[config.mk]
export PLATFORM = sky130hd
export DESIGN_NAME = abs_dif_sched
export DESIGN_NICKNAME = d
export VERILOG_FILES = /design/src/rtl/abs_dif_sched.sv
export SDC_FILE = /design/constraint.sdc
export NUM_CORES = 1
export LEC_CHECK = 0
export BUFFER_PORTS_ARGS = -buffer_cell sky130_fd_sc_hd__buf_4
export CAP_MARGIN = 25
export CELL_PAD_IN_SITES_DETAIL_PLACEMENT = 0
export CELL_PAD_IN_SITES_GLOBAL_PLACEMENT = 1
export CORE_MARGIN = 5
export CORE_UTILIZATION = 31
export CTS_BUF_LIST = sky130_fd_sc_hd__clkbuf_8
export CTS_CLUSTER_DIAMETER = 60
export CTS_CLUSTER_SIZE = 10
export DETAILED_ROUTE_END_ITERATION = 8
export GPL_ROUTABILITY_DRIVEN = 0
export GPL_TIMING_DRIVEN = 0
export PLACE_DENSITY = 0.89
export SLEW_MARGIN = 30
export SYNTH_ARGS = -nofsm -noshare
export SYNTH_HDL_FRONTEND = slang
export SYNTH_SLANG_ARGS = --single-unit
[constraint.sdc]
create_clock -name clk -period 3.6 [get_ports clk]
set_clock_uncertainty 0.1 [all_clocks]
set_input_delay 0.54 -clock clk [delete_from_list [all_inputs] [get_ports clk]]
set_output_delay 0.54 -clock clk [all_outputs]
set_load 0.005 [all_outputs]
[src/rtl/abs_dif_sched.sv]
// Two-requester round-robin scheduler sharing one |a-b| datapath into a single-entry result register.
// Optional per-requester transfer counters are built when ABS_DIF_SCHED_STATS_EN is defined.
module abs_dif_sched #(
    parameter int N = 4
) (
    input  logic         clk,
    input  logic         rst_n,
    input  logic         req0_valid,
    input  logic [N-1:0] req0_a,
    input  logic [N-1:0] req0_b,
    output logic         req0_ready,
    input  logic         req1_valid,
    input  logic [N-1:0] req1_a,
    input  logic [N-1:0] req1_b,
    output logic         req1_ready,
    output logic         res_valid,
    output logic [N-1:0] res_data,
    output logic         res_id,
    input  logic         res_ready,
    output logic [7:0]   cnt0,
    output logic [7:0]   cnt1,
    output logic         o_dbg_state
);

    // Handshake: a pair moves on reqX_valid & reqX_ready; a result leaves on res_valid & res_ready.
    typedef enum logic {
        ST_EMPTY = 1'b0,
        ST_FULL  = 1'b1
    } state_t;

    state_t       r_state;
    state_t       w_state_nxt;
    logic         r_last_grant;
    logic [N-1:0] r_res_data;
    logic         r_res_id;

    logic         w_can_accept;
    logic         w_grant_valid;
    logic         w_grant_id;
    logic         w_xfer;
    logic [N-1:0] w_a;
    logic [N-1:0] w_b;
    logic [N-1:0] w_diff;

    assign w_can_accept = (r_state == ST_EMPTY) || res_ready;

    always_comb begin
        w_grant_valid = 1'b0;
        w_grant_id    = 1'b0;
        if (req0_valid && req1_valid) begin
            w_grant_valid = 1'b1;
            w_grant_id    = ~r_last_grant;
        end else if (req0_valid) begin
            w_grant_valid = 1'b1;
            w_grant_id    = 1'b0;
        end else if (req1_valid) begin
            w_grant_valid = 1'b1;
            w_grant_id    = 1'b1;
        end
    end

    assign req0_ready = w_can_accept && w_grant_valid && (w_grant_id == 1'b0);
    assign req1_ready = w_can_accept && w_grant_valid && (w_grant_id == 1'b1);
    assign w_xfer     = w_can_accept && w_grant_valid;

    // Subtract the smaller from the larger so the result always fits in N bits.
    assign w_a    = w_grant_id ? req1_a : req0_a;
    assign w_b    = w_grant_id ? req1_b : req0_b;
    assign w_diff = (w_a >= w_b) ? (w_a - w_b) : (w_b - w_a);

    always_comb begin
        w_state_nxt = r_state;
        case (r_state)
            ST_EMPTY: if (w_xfer) w_state_nxt = ST_FULL;
            ST_FULL: begin
                if (w_xfer)         w_state_nxt = ST_FULL;
                else if (res_ready) w_state_nxt = ST_EMPTY;
            end
            default: w_state_nxt = ST_EMPTY;
        endcase
    end

    always_ff @(posedge clk or negedge rst_n) begin
        if (!rst_n) begin
            r_state      <= ST_EMPTY;
            r_last_grant <= 1'b1;
            r_res_data   <= '0;
            r_res_id     <= 1'b0;
        end else begin
            r_state <= w_state_nxt;
            if (w_xfer) begin
                r_last_grant <= w_grant_id;
                r_res_data   <= w_diff;
                r_res_id     <= w_grant_id;
            end
        end
    end

    assign res_valid   = (r_state == ST_FULL);
    assign res_data    = r_res_data;
    assign res_id      = r_res_id;
    assign o_dbg_state = r_state;

`ifdef ABS_DIF_SCHED_STATS_EN
    logic [7:0] r_cnt0;
    logic [7:0] r_cnt1;

    // Counters stick at 255 rather than wrapping.
    always_ff @(posedge clk or negedge rst_n) begin
        if (!rst_n) begin
            r_cnt0 <= 8'd0;
            r_cnt1 <= 8'd0;
        end else if (w_xfer) begin
            if (!w_grant_id && (r_cnt0 != 8'hFF)) r_cnt0 <= r_cnt0 + 8'd1;
            if (w_grant_id && (r_cnt1 != 8'hFF))  r_cnt1 <= r_cnt1 + 8'd1;
        end
    end

    assign cnt0 = r_cnt0;
    assign cnt1 = r_cnt1;
`else
    assign cnt0 = 8'd0;
    assign cnt1 = 8'd0;
`endif

endmodule

**Word level (Yosys, flattened, before mapping)**

Cells that the tools add are included.

- Output and inout port bits: 25
- Input port bits: 21
- Register bits: 7
- Logic and storage cells: 27

- Add/sub/neg operators: 2
- Bitwise gates (word level): 3
- Mux-type cells: 12
- Reduce and logical (&&, ||, !) cells: 5
- Magnitude comparators: 1

Operator list:

| cell | count |
|---|---|
| $mux W4 | 3 |
| $mux W1 | 8 |
| $sub A4 B4 Y4 | 2 |
| $ge A4 B4 Y1 | 1 |
| $logic_and A1 B1 Y1 | 4 |
| $not A1 Y1 | 3 |
| $pmux W1 S2 | 1 |
| $logic_or A1 B1 Y1 | 1 |

**Longest topological paths before layout**

Gate-level depths: netlist of the first run.

- Depth after elaboration: 6
- Mapped depth: 12
- Gate-level depth less buffers: 11

**Worst setup path after synthesis of the first run**

Ideal clock, no wire load.

- Kind: input -> register
- Start: in req1_valid
- End: reg r_res_data[3] (netlist: res_data[3])
- Library setup time: 0.082 ns
- Required time: 3.418 ns
- Stages on the path: 11
- Setup slack: 0.776 ns
- Data arrival time: 2.642 ns
- Path through: a21boi_0 > buf_2 > mux2i_1 > ha_1 > inv_1 > fa_1 > a21oi_2 > nor2_1 > o221a_1 > or3_1 > a31oi_1

- Word-level cells in the longest chain between the ends: 6
- Elaborated cells on any way between the ends: 13
- Classes of those cells: add/sub (2); order compare (1); mux (8); reduce/logical (2)

RTL lines:

| item | RTL line | text |
|---|---|---|
| start, declared | 12 | `input logic req1_valid,` |
| $mux W1 | 56 | `end else if (req1_valid) begin` |
| $mux W1 | 53 | `end else if (req0_valid) begin` |
| $mux W1 | 50 | `if (req0_valid && req1_valid) begin` |
| $mux W4, on equally long branches | 68, 67 |  |
| $sub A4 B4 Y4 or $ge A4 B4 Y1 (tied branches) | 69 | `assign w_diff = (w_a >= w_b) ? (w_a - w_b) : (w_b - w_a);` |
| $mux W4 | 69 |  |
| end signal, assigned | 93 | `r_res_data <= w_diff;` |
| end, declared | 34 | `logic [N-1:0] r_res_data;` |

Parallel ways exist; a longest one is shown, timed or not.
A chain may end at the register's enable or synchronous reset.

**Final worst setup path of the first run**

- Start: in req0_valid
- End: reg r_res_data[3] (netlist: res_data[3])

- Word-level cells in the longest chain between the ends: 5
- Elaborated cells on any way between the ends: 12
- Classes of those cells: add/sub (2); order compare (1); mux (7); reduce/logical (2)

RTL lines:

| item | RTL line | text |
|---|---|---|
| start, declared | 8 | `input logic req0_valid,` |
| $mux W1 or $logic_and A1 B1 Y1 (tied branches) | 53, 50 |  |
| $mux W1 | 50 |  |
| $mux W4, on equally long branches | 68, 67 |  |
| $sub A4 B4 Y4 or $ge A4 B4 Y1 (tied branches) | 69 |  |
| $mux W4 | 69 |  |

Parallel ways exist; a longest one is shown, timed or not.

==> impl_metrics.json, run 1 <==
{
  "seq_area_sq_um": 176,
  "drc_errors": 0,
  "grt_start_max_net_pins": 11,
  "dpl.cell_count": 167,
  "initial_core_util_pct": 32.0,
  "root_buffer": "clkbuf_8",
  "hold_violations": 0,
  "syn_avg_cell_area_sq_um": 8.45,
  "avgRoutedWirePerCell_um": 10.2,
  "yosys_warnings": 0,
  "cts_buffer_depth": 2,
  "regToRegStartpoint": "r_last_grant",
  "max_freq_mhz": 340,
  "first_pass_iters": 3,
  "final.min_clock_period_ns": 2.94,
  "synth-seq-area-share_pct": 22.5,
  "cts_tree": "done",
  "htreeDepth": 1,
  "grt_pass1_vias": 712,
  "cts_buffers": 3,
  "synth_top_family_by_area": "buffers and inverters",
  "ir_worst_vdd_mv": 0.146,
  "drtAntennaViolNets": 0,
  "hpwl_mm": 1.56,
  "die_y_um": 60.3,
  "yosys.area_share.simple_pct": 10.7,
  "synthXorXnorAreaFrac_pct": 1.11,
  "syn_to_final_growth_pct": 45.4,
  "total_power_mw": 0.390,
  "synth_compound_area_share_pct": 16.7,
  "power_per_cell_area_mw_per_mm2": 341,
  "clock-sinks": 7,
  "fp.dieW_um": 60.3,
  "clk_pin_slew_worst_paths_ns": 0.04,
  "cp-end-kind": "flop",
  "arrival_ns": 2.98,
  "yosys.area_share.adder_pct": 16.2,
  "multiInputGateArea_sq_um": 495,
  "synth_seq_cells": 7,
  "antenna_found_initial": 0,
  "synth_top_area_share_pct": 19.1,
  "cellLeakagePower_nw": 0.629,
  "pwr-share-comb_pct": 45.6,
  "rsz0062_at_grt": "no",
  "synth_cell_types": 28,
  "nFillCells": 257,
  "synth_top_area_cell": "dfrtp_1",
  "finish.cell_count_without_fillers": 171,
  "ys.flop_type": "dfrtp_1",
  "fin_util_pct": 46.5,
  "die_area_sq_mm": 0.00364,
  "n_antenna_cell": 0,
  "wl_mm": 1.75,
  "p_sw_share_pct": 31.2,
  "syn_area_sq_um": 786,
  "rrSetupSlack_ns": 0.73,
  "track_usage_pct": 10.2,
  "r2r-end": "res_data[3]",
  "grt_pass1_wl_mm": 2.78,
  "syn_inst": 93,
  "status": "complete, no violations",
  "finalSetupTns_ns": 0,
  "min_path_type": "in -> async",
  "ioPinCount": 46,
  "core_area_sq_mm": 0.00245,
  "clock_latency_ns": 0.22,
  "via_per_inst": 4.19,
  "drt_iter0_markers": 6,
  "synthMuxAreaShare_pct": 10.7,
  "max_cap_viol_count": 0,
  "required_ns": 3.65,
  "crit_fanout": 10,
  "cts_resized": 0,
  "clkPwrFrac_pct": 26.6,
  "min_period_over_period_pct": 81.6,
  "place_ws_ns": 0.411,
  "fin_ws_ns": 0.663,
  "slew_violations": 0,
  "postCtsHoldBufs": 0,
  "synth_edf_count": 0,
  "p_sw_mw": 0.122,
  "worst_setup_path_start_kind": "primary input",
  "drive_above_1_share_pct": 39.0,
  "fin_nets": 172,
  "grt_overflow_total": 0,
  "rows": 18,
  "setup_viol": 0,
  "synthTopCellsByArea": "dfrtp_1 (19%), buf_4 (16%), ha_1 (11%)",
  "postCtsSetupBuffers": 0,
  "power_frac_seq_pct": 27.9,
  "p_int_mw": 0.268,
  "r2r_cells": 11,
  "criticalPathCategory": "in -> reg",
  "vias": 717,
  "async_flop_share_pct": 100,
  "numPortBuffers": 29
}
worst max-delay path: stages:
cell and delay, ns:
buf_4 0.12, a21boi_0 0.15, buf_2 0.30, mux2i_1 0.27, ha_1 0.18, inv_1 0.06
fa_1 0.40, a21oi_2 0.16, nor2_1 0.06, o221a_1 0.24, or3_1 0.34, a31oi_1 0.16
stage by stage:
stage,hold slack (ns),instance area [sq um]
floorplan,0.144,842
global placement,0.255,1100
detailed placement,0.255,1100
CTS,0.0142,1140
global route,0.0140,1140
finish,0.0190,1140
registers in the layout, indices dropped and copies added (netlist names):
register / cells
res_data: 4
res_id: 1
o_dbg_state: 1
r_last_grant: 1
power groups by stage:
stage	logic [mW]	registers (mW)	clock network (mW)
2_1_floorplan	0.110	0.109	0
3_3_place_gp	0.173	0.108	0
3_5_place_dp	0.179	0.110	0
4_1_cts	0.179	0.109	0.108
5_1_grt	0.200	0.111	0.113
6_report	0.178	0.109	0.104
per-layer routing:
metal  wire length (um)  vias up  global-route usage (%)  part of all wire [%]
met5                  0        -                       0                     0
met4                 14        0                    5.70                  0.80
met3                204        4                    3.19                    12
met2                848       35                    17.9                    48
met1                683      307                    10.9                    39
li1                   -      371                       -                     -
layout make-up:
| cell class | instances | area share [%] |
|---|---|---|
| plain buffers | 18 | 11.6 |
| well taps | 30 | 3.29 |
| multi-input cells | 73 | 43.4 |
| repair buffers | 29 | 19.1 |
| inverters | 10 | 3.29 |
| flip-flops and latches | 7 | 15.4 |
| clock buffers | 3 | 3.61 |
| clock inverters | 1 | 0.329 |
synth_stat cells, types with 2 or more instances:
master / number
mux2i_1: 5
dfrtp_1: 6
fa_1: 2
mux2_2: 3
nor2_1: 6
o21ai_1: 2
buf_4: 17
o21ai_0: 7
a21o_1: 2
nand2_1: 5
nand2b_1: 2
ha_1: 7
inv_1: 10
o21a_1: 3
a21oi_1: 3
worst max path at each step:
stage / start / to / slack (ns) / cells past startpoint
4_1_cts: req0_valid / res_data[3] / 0.64 / 12
3_5_place_dp: req0_valid / res_data[3] / 0.41 / 12
6_report: req0_valid / res_data[3] / 0.66 / 12
2_1_floorplan: req1_valid / res_data[3] / 0.78 / 11
3_3_place_gp: req0_valid / res_data[3] / 0.48 / 12
5_1_grt: req0_valid / res_data[3] / 0.49 / 12
cell usage in the layout (no fill, tap or decap):
cell type	n
a21boi_0	1
or3_1	1
a21oi_2	1
o21ai_1	2
nand2_1	5
nor2_1	6
nor3_1	1
clkbuf_8	3
o21ai_0	7
nor4_1	1
nand2b_1	2
a21oi_1	3
and2_1	1
mux2_2	3
o221a_1	1
a21o_1	2
fa_1	2
xnor2_1	1
buf_4	46
inv_1	11
ha_1	7
a31oi_1	1
buf_2	1
o21a_1	3
dfrtp_1	6
dfstp_2	1
nor2b_1	1
conb_1	16
mux2i_1	5
cell families (layout without fill, tap and decap cells):
logic type	count (synthesis)	count (layout)
other	1	16
AO/OA/AOI/OAI	21	21
adder cells (fa/ha/maj)	9	9
AND/OR/NAND/NOR	18	18
buffers and inverters	28	61
XOR/XNOR	1	1
flip-flops	7	7
multiplexers	8	8
(Power assumes the default switching activity.)
==> run 2, diff against run 1 <==
==> constraint.sdc (replaced) <==
create_clock -name clk -period 2.85 [get_ports clk]
set_clock_uncertainty 0.1 [all_clocks]
set_input_delay 0.4275 -clock clk [delete_from_list [all_inputs] [get_ports clk]]
set_output_delay 0.4275 -clock clk [all_outputs]
set_load 0.005 [all_outputs]
==> run 2 against run 1 <==
- clock-buffer cell count did not move
- cell area grew 3.9%
- via count increased by 2.8%
- global-route usage is the same
- clock power grew 26%
- worst hold slack gained 0.31 ns
- combinational power increased by 34%
- register-to-register slack got worse by 0.58 ns
- first-iteration DRC count is 17% lower
- sequential power rose by 26%
- non-clock buffer count up 4
- critical path type is now reg -> reg
- largest cell class unchanged
==> impl_metrics.json, run 2 (synthesis results as in run 1) <==
{
  "max_cap_viol_count": 0,
  "clk_pin_slew_worst_paths_ns": 0.04,
  "avgRoutedWirePerCell_um": 10.6,
  "rows": 18,
  "max_freq_mhz": 370,
  "grt_pass1_vias": 712,
  "core_area_sq_mm": 0.00245,
  "crit_fanout": 7,
  "drc_errors": 0,
  "drive_above_1_share_pct": 42.1,
  "clock-sinks": 7,
  "worst_setup_path_start_kind": "flop",
  "grt_pass1_wl_mm": 2.78,
  "fin_nets": 176,
  "place_ws_ns": -0.227,
  "final_common_cell": "buf_4",
  "criticalPathCategory": "reg -> reg",
  "die_area_sq_mm": 0.00364,
  "wl_mm": 1.86,
  "grt_overflow_total": 0,
  "via_per_inst": 4.21,
  "cp_cell_sequence": "a21boi_0 > buf_4 > buf_4 > mux2i_2 > ha_1 > a21oi_2 > nor2_1 > o221a_1 > or3_1 > a31oi_1",
  "min_path_type": "in -> reg",
  "drt_iter0_markers": 5,
  "track_usage_pct": 10.2,
  "clock_latency_ns": 0.22,
  "cpPeakStageDelay_ns": 0.52,
  "hold_violations": 0,
  "initial_core_util_pct": 32.0,
  "htreeDepth": 1,
  "cts_tree": "done",
  "fp.dieW_um": 60.3,
  "die_y_um": 60.3,
  "ir_worst_vdd_mv": 0.192,
  "numPortBuffers": 29,
  "min_period_over_period_pct": 94.9,
  "setup_viol": 0,
  "arrival_ns": 2.75,
  "mostFrequentLayoutCells": "buf_4 (50), conb_1 (16), inv_1 (11), o21ai_0 (7), ha_1 (7)",
  "design_area_sq_mm": 0.00119,
  "dpl-instance-area_sq_mm": 0.00110,
  "antenna_found_initial": 0,
  "drtAntennaViolNets": 0,
  "multiInputGateArea_sq_um": 505,
  "largest_register_ffs": 4,
  "grt_start_max_net_pins": 11,
  "cp-end-kind": "flop",
  "status": "complete, no violations",
  "cts_buffer_depth": 2,
  "first_pass_iters": 3,
  "power_per_cell_area_mw_per_mm2": 426,
  "nFillCells": 248,
  "crit_slowest_cell": "dfstp_2",
  "seq_area_sq_um": 176,
  "path_common_cell": "buf_4",
  "slew_violations": 0,
  "required_ns": 2.90,
  "cts_buffers": 3,
  "syn_to_final_growth_pct": 51.1,
  "ioPinCount": 46,
  "root_buffer": "clkbuf_8",
  "fin_ws_ns": 0.145,
  "final.min_clock_period_ns": 2.70,
  "n_antenna_cell": 0,
  "rrSetupSlack_ns": 0.15,
  "total_power_mw": 0.506,
  "vias": 737,
  "cellLeakagePower_nw": 0.647,
  "hpwl_mm": 1.56
}
==> run 2: cell types whose count changed in the layout (fill, tap and decap cells not counted) <==
cell | before | now
dlygate4sd3_1 | 0 | 1
mux2i_1 | 5 | 3
fa_1 | 2 | 1
buf_4 | 46 | 50
mux2i_2 | 0 | 2
buf_2 | 1 | 0
fa_2 | 0 | 1
==> run 2: cell type report <==
cell class | count | area share, %
inverters | 10 | 3.16
clock buffers | 3 | 3.48
clock inverters | 1 | 0.316
multi-input cells | 73 | 42.6
well taps | 30 | 3.16
plain buffers | 18 | 11.4
flip-flops and latches | 7 | 14.9
repair buffers | 33 | 21.1
==> run 2: repair_timing <==
action	CTS	global route
hold buffers	1	0
endpoints found under the setup margin	1	1
gates resized for setup	1	3
hold endpoints to repair	6	0
buffers inserted	0	3
==> run 2: final timing paths <==
check	cells past startpoint	startpoint	end
min reg2reg	2	res_data[0]	res_data[0]
max reg2reg	10	r_last_grant	res_data[3]
max in group asynchronous	2	rst_n	r_last_grant
max	10	r_last_grant	res_data[3]
min in group asynchronous	2	rst_n	res_data[2]
min	3	req0_valid	o_dbg_state
==> run 2: layer usage <==
metal | part of all wire (%) | wire [um] | track usage [%] | vias up
li1 | - | - | - | 378
met1 | 39 | 723 | 11.0 | 320
met2 | 49 | 915 | 17.9 | 35
met3 | 11 | 204 | 2.98 | 4
met4 | 0.75 | 14 | 5.70 | 0
met5 | 0 | 0 | 0 | -
==> run 2: report_power, final <==
| group | total (mW) | switching, mW | internal, mW | leakage [nW] |
|---|---|---|---|---|
| clock | 0.131 | 0.0382 | 0.0926 | 0.0269 |
| combinational | 0.238 | 0.106 | 0.132 | 0.540 |
| sequential | 0.137 | 0.0132 | 0.124 | 0.0795 |
==> run 2: critical path: cells and delay by family, from the launching register on <==
kind / cells / cell delay (ns)
simple gates: 2 / 0.41
fa+ha+maj: 1 / 0.32
compound gates: 4 / 0.68
mux: 1 / 0.28
buf+inv: 2 / 0.32
flops: 1 / 0.52
==> run 2: through the flow <==
| step | instances | TNS, ns | hold WS (ns) | utilization, % |
|---|---|---|---|---|
| 2_1_floorplan | 108 | 0 | 0.0319 | - |
| 3_3_place_gp | 167 | -0.155 | 0.142 | 44.7 |
| 3_5_place_dp | 167 | -0.293 | 0.142 | 44.7 |
| 4_1_cts | 172 | 0 | 0.319 | 47.0 |
| 5_1_grt | 175 | -0.00163 | 0.328 | 48.4 |
| 6_report | 175 | 0 | 0.326 | 48.4 |
==> run 3, diff against run 2 <==
--- a/config.mk
+++ b/config.mk
@@ -9,15 +9,16 @@
 export CAP_MARGIN = 25
 export CELL_PAD_IN_SITES_DETAIL_PLACEMENT = 0
 export CELL_PAD_IN_SITES_GLOBAL_PLACEMENT = 1
+export CORE_ASPECT_RATIO = 2
 export CORE_MARGIN = 5
-export CORE_UTILIZATION = 31
+export CORE_UTILIZATION = 30
 export CTS_BUF_LIST = sky130_fd_sc_hd__clkbuf_8
 export CTS_CLUSTER_DIAMETER = 60
 export CTS_CLUSTER_SIZE = 10
 export DETAILED_ROUTE_END_ITERATION = 8
 export GPL_ROUTABILITY_DRIVEN = 0
 export GPL_TIMING_DRIVEN = 0
-export PLACE_DENSITY = 0.89
+export PLACE_DENSITY = 0.86
 export SLEW_MARGIN = 30
 export SYNTH_ARGS = -nofsm -noshare
 export SYNTH_HDL_FRONTEND = slang
==> run 3 against run 2 <==
- worst hold slack about the same
- critical path depth up 1
- maximum frequency up 1.3%
- sequential power about the same
- first-iteration DRC count down 40%
- clock-buffer cell count unchanged
- cell area down 0.21%
- global-route usage up 0.42 points
- register-to-register slack better by 0.04 ns
- critical endpoint unchanged
==> impl_metrics.json, run 3 (synthesis results as in run 1) <==
{
  "drt_iter0_markers": 3,
  "clkPwrFrac_pct": 26.7,
  "power_per_cell_area_mw_per_mm2": 428,
  "highest_layer": "met4",
  "design_area_sq_mm": 0.00118,
  "status": "complete, no violations",
  "htreeDepth": 1,
  "max_cap_viol_count": 0,
  "worst_setup_path_start_kind": "flop",
  "syn_to_final_growth_pct": 50.8,
  "cts_buffer_depth": 2,
  "grt_pass1_wl_mm": 3.02,
  "cpPeakStageDelay_ns": 0.52,
  "fp.dieW_um": 46.2,
  "p_int_mw": 0.348,
  "cp-end-kind": "flop",
  "rsz0062_at_grt": "no",
  "met3_length_um": 122,
  "final.min_clock_period_ns": 2.67,
  "hold_violations": 0,
  "avgRoutedWirePerCell_um": 11.2,
  "rrSetupSlack_ns": 0.18,
  "regToRegStartpoint": "r_last_grant",
  "mostFrequentLayoutCells": "buf_4 (50), conb_1 (16), inv_1 (11), o21ai_0 (7), ha_1 (7)",
  "wl_met2_mm": 1.27,
  "clock-sinks": 7,
  "cts_buffers": 3,
  "die_area_sq_mm": 0.00380,
  "fin_util_pct": 46.7,
  "largest_register_ffs": 4,
  "final_common_cell": "buf_4",
  "root_buffer": "clkbuf_8",
  "fin_nets": 176,
  "min_period_over_period_pct": 93.6,
  "p_sw_share_pct": 31.5,
  "power_frac_seq_pct": 26.6,
  "grt_start_max_net_pins": 11,
  "fin_ws_ns": 0.181,
  "total_power_mw": 0.508,
  "p_sw_mw": 0.160,
  "drc_errors": 0,
  "crit_fanout": 7,
  "nFillCells": 265,
  "first_pass_iters": 2,
  "track_usage_pct": 10.7,
  "required_ns": 2.90,
  "initial_core_util_pct": 31.0,
  "cellLeakagePower_nw": 0.647,
  "grt_pass1_vias": 742,
  "die_y_um": 82.4,
  "via_per_inst": 4.34,
  "min_path_type": "in -> reg",
  "core_area_sq_mm": 0.00254,
  "cp_cell_sequence": "a21boi_1 > buf_4 > mux2i_2 > ha_1 > inv_1 > fa_2 > a21oi_2 > nor2_1 > o221a_1 > or3_1 > a31oi_1",
  "crit_slowest_cell": "dfstp_2",
  "antenna_found_initial": 0,
  "drive_above_1_share_pct": 42.1,
  "setup_viol": 0,
  "finalSetupTns_ns": 0,
  "slew_headroom_pct": 66.8,
  "vias": 750,
  "pwr-share-comb_pct": 46.6,
  "wl_met1_um": 520,
  "clock_latency_ns": 0.23,
  "drtAntennaViolNets": 0,
  "startpoint": "r_last_grant",
  "ioPinCount": 46,
  "ir_worst_vdd_mv": 0.120,
  "place_ws_ns": -0.205,
  "worstMarginPinSlew_ns": 0.494,
  "arrival_ns": 2.72,
  "dpl-instance-area_sq_mm": 0.00109,
  "hpwl_mm": 1.77,
  "min_from": "req0_valid",
  "grt_overflow_total": 0,
  "rows": 26,
  "numPortBuffers": 29,
  "max_freq_mhz": 375,
  "clk_pin_slew_worst_paths_ns": 0.04,
  "wl_mm": 1.94,
  "n_antenna_cell": 0,
  "slew_violations": 0,
  "cts_tree": "done",
  "criticalPathCategory": "reg -> reg"
}
run 3: cell types whose count changed in the layout (fill, tap and decap cells not counted):
cell      delta
a21boi_0     -1
a21boi_1     +1
run 3: power groups by stage:
stage	registers, mW	clock network, mW	logic [mW]
after floorplan	0.138	0	0.139
after global placement	0.136	0	0.223
after detailed placement	0.137	0	0.229
after CTS	0.135	0.138	0.231
after global routing	0.139	0.143	0.267
final	0.135	0.136	0.237
run 3: stage by stage:
stage | std cells | hold slack, ns
final | 173 | 0.326
after global routing | 173 | 0.353
after CTS | 170 | 0.327
after detailed placement | 165 | 0.146
after global placement | 165 | 0.143
after floorplan | 108 | 0.0319
run 3: what timing repair did:
action | CTS | global route
resized for setup | 1 | 4
hold buffers | 1 | 0
setup buffers | 0 | 3
setup endpoints to repair | 1 | 2
endpoints found under the hold margin | 6 | 0
run 3: cell type report:
cell class                 instances  area, sq um  area share, %
inverter                          10         37.5           3.17
sequential                         7          176           14.9
clock buffer                       3         41.3           3.48
buffer                            18          135           11.4
multi-input combinational         73          505           42.7
clock inverter                     1         3.75          0.317
tap                               28         35.0           2.96
timing repair buffer              33          250           21.1
run 3: final timing paths:
path | to | cells past startpoint
worst max-delay path | res_data[3] | 11
worst min-delay path | o_dbg_state | 3
worst max register to register | res_data[3] | 11
worst min register to register | res_id | 1
max in group asynchronous | r_last_grant | 2
min in group asynchronous | res_data[1] | 2
run 3: critical path, delay by kind of cell (launching register included):
kind | cells | cell delay (ns)
adder cells (fa/ha/maj) | 2 | 0.53
AO/OA/AOI/OAI | 4 | 0.62
flip-flops | 1 | 0.52
buffers and inverters | 2 | 0.22
AND/OR/NAND/NOR | 2 | 0.41
multiplexers | 1 | 0.20
run 3: per-layer routing:
metal / vias to the layer above / track usage [%]
li1: 378 / -
met1: 341 / 6.72
met2: 28 / 24.7
met5: - / 0
met3: 3 / 1.30
met4: 0 / 4.27
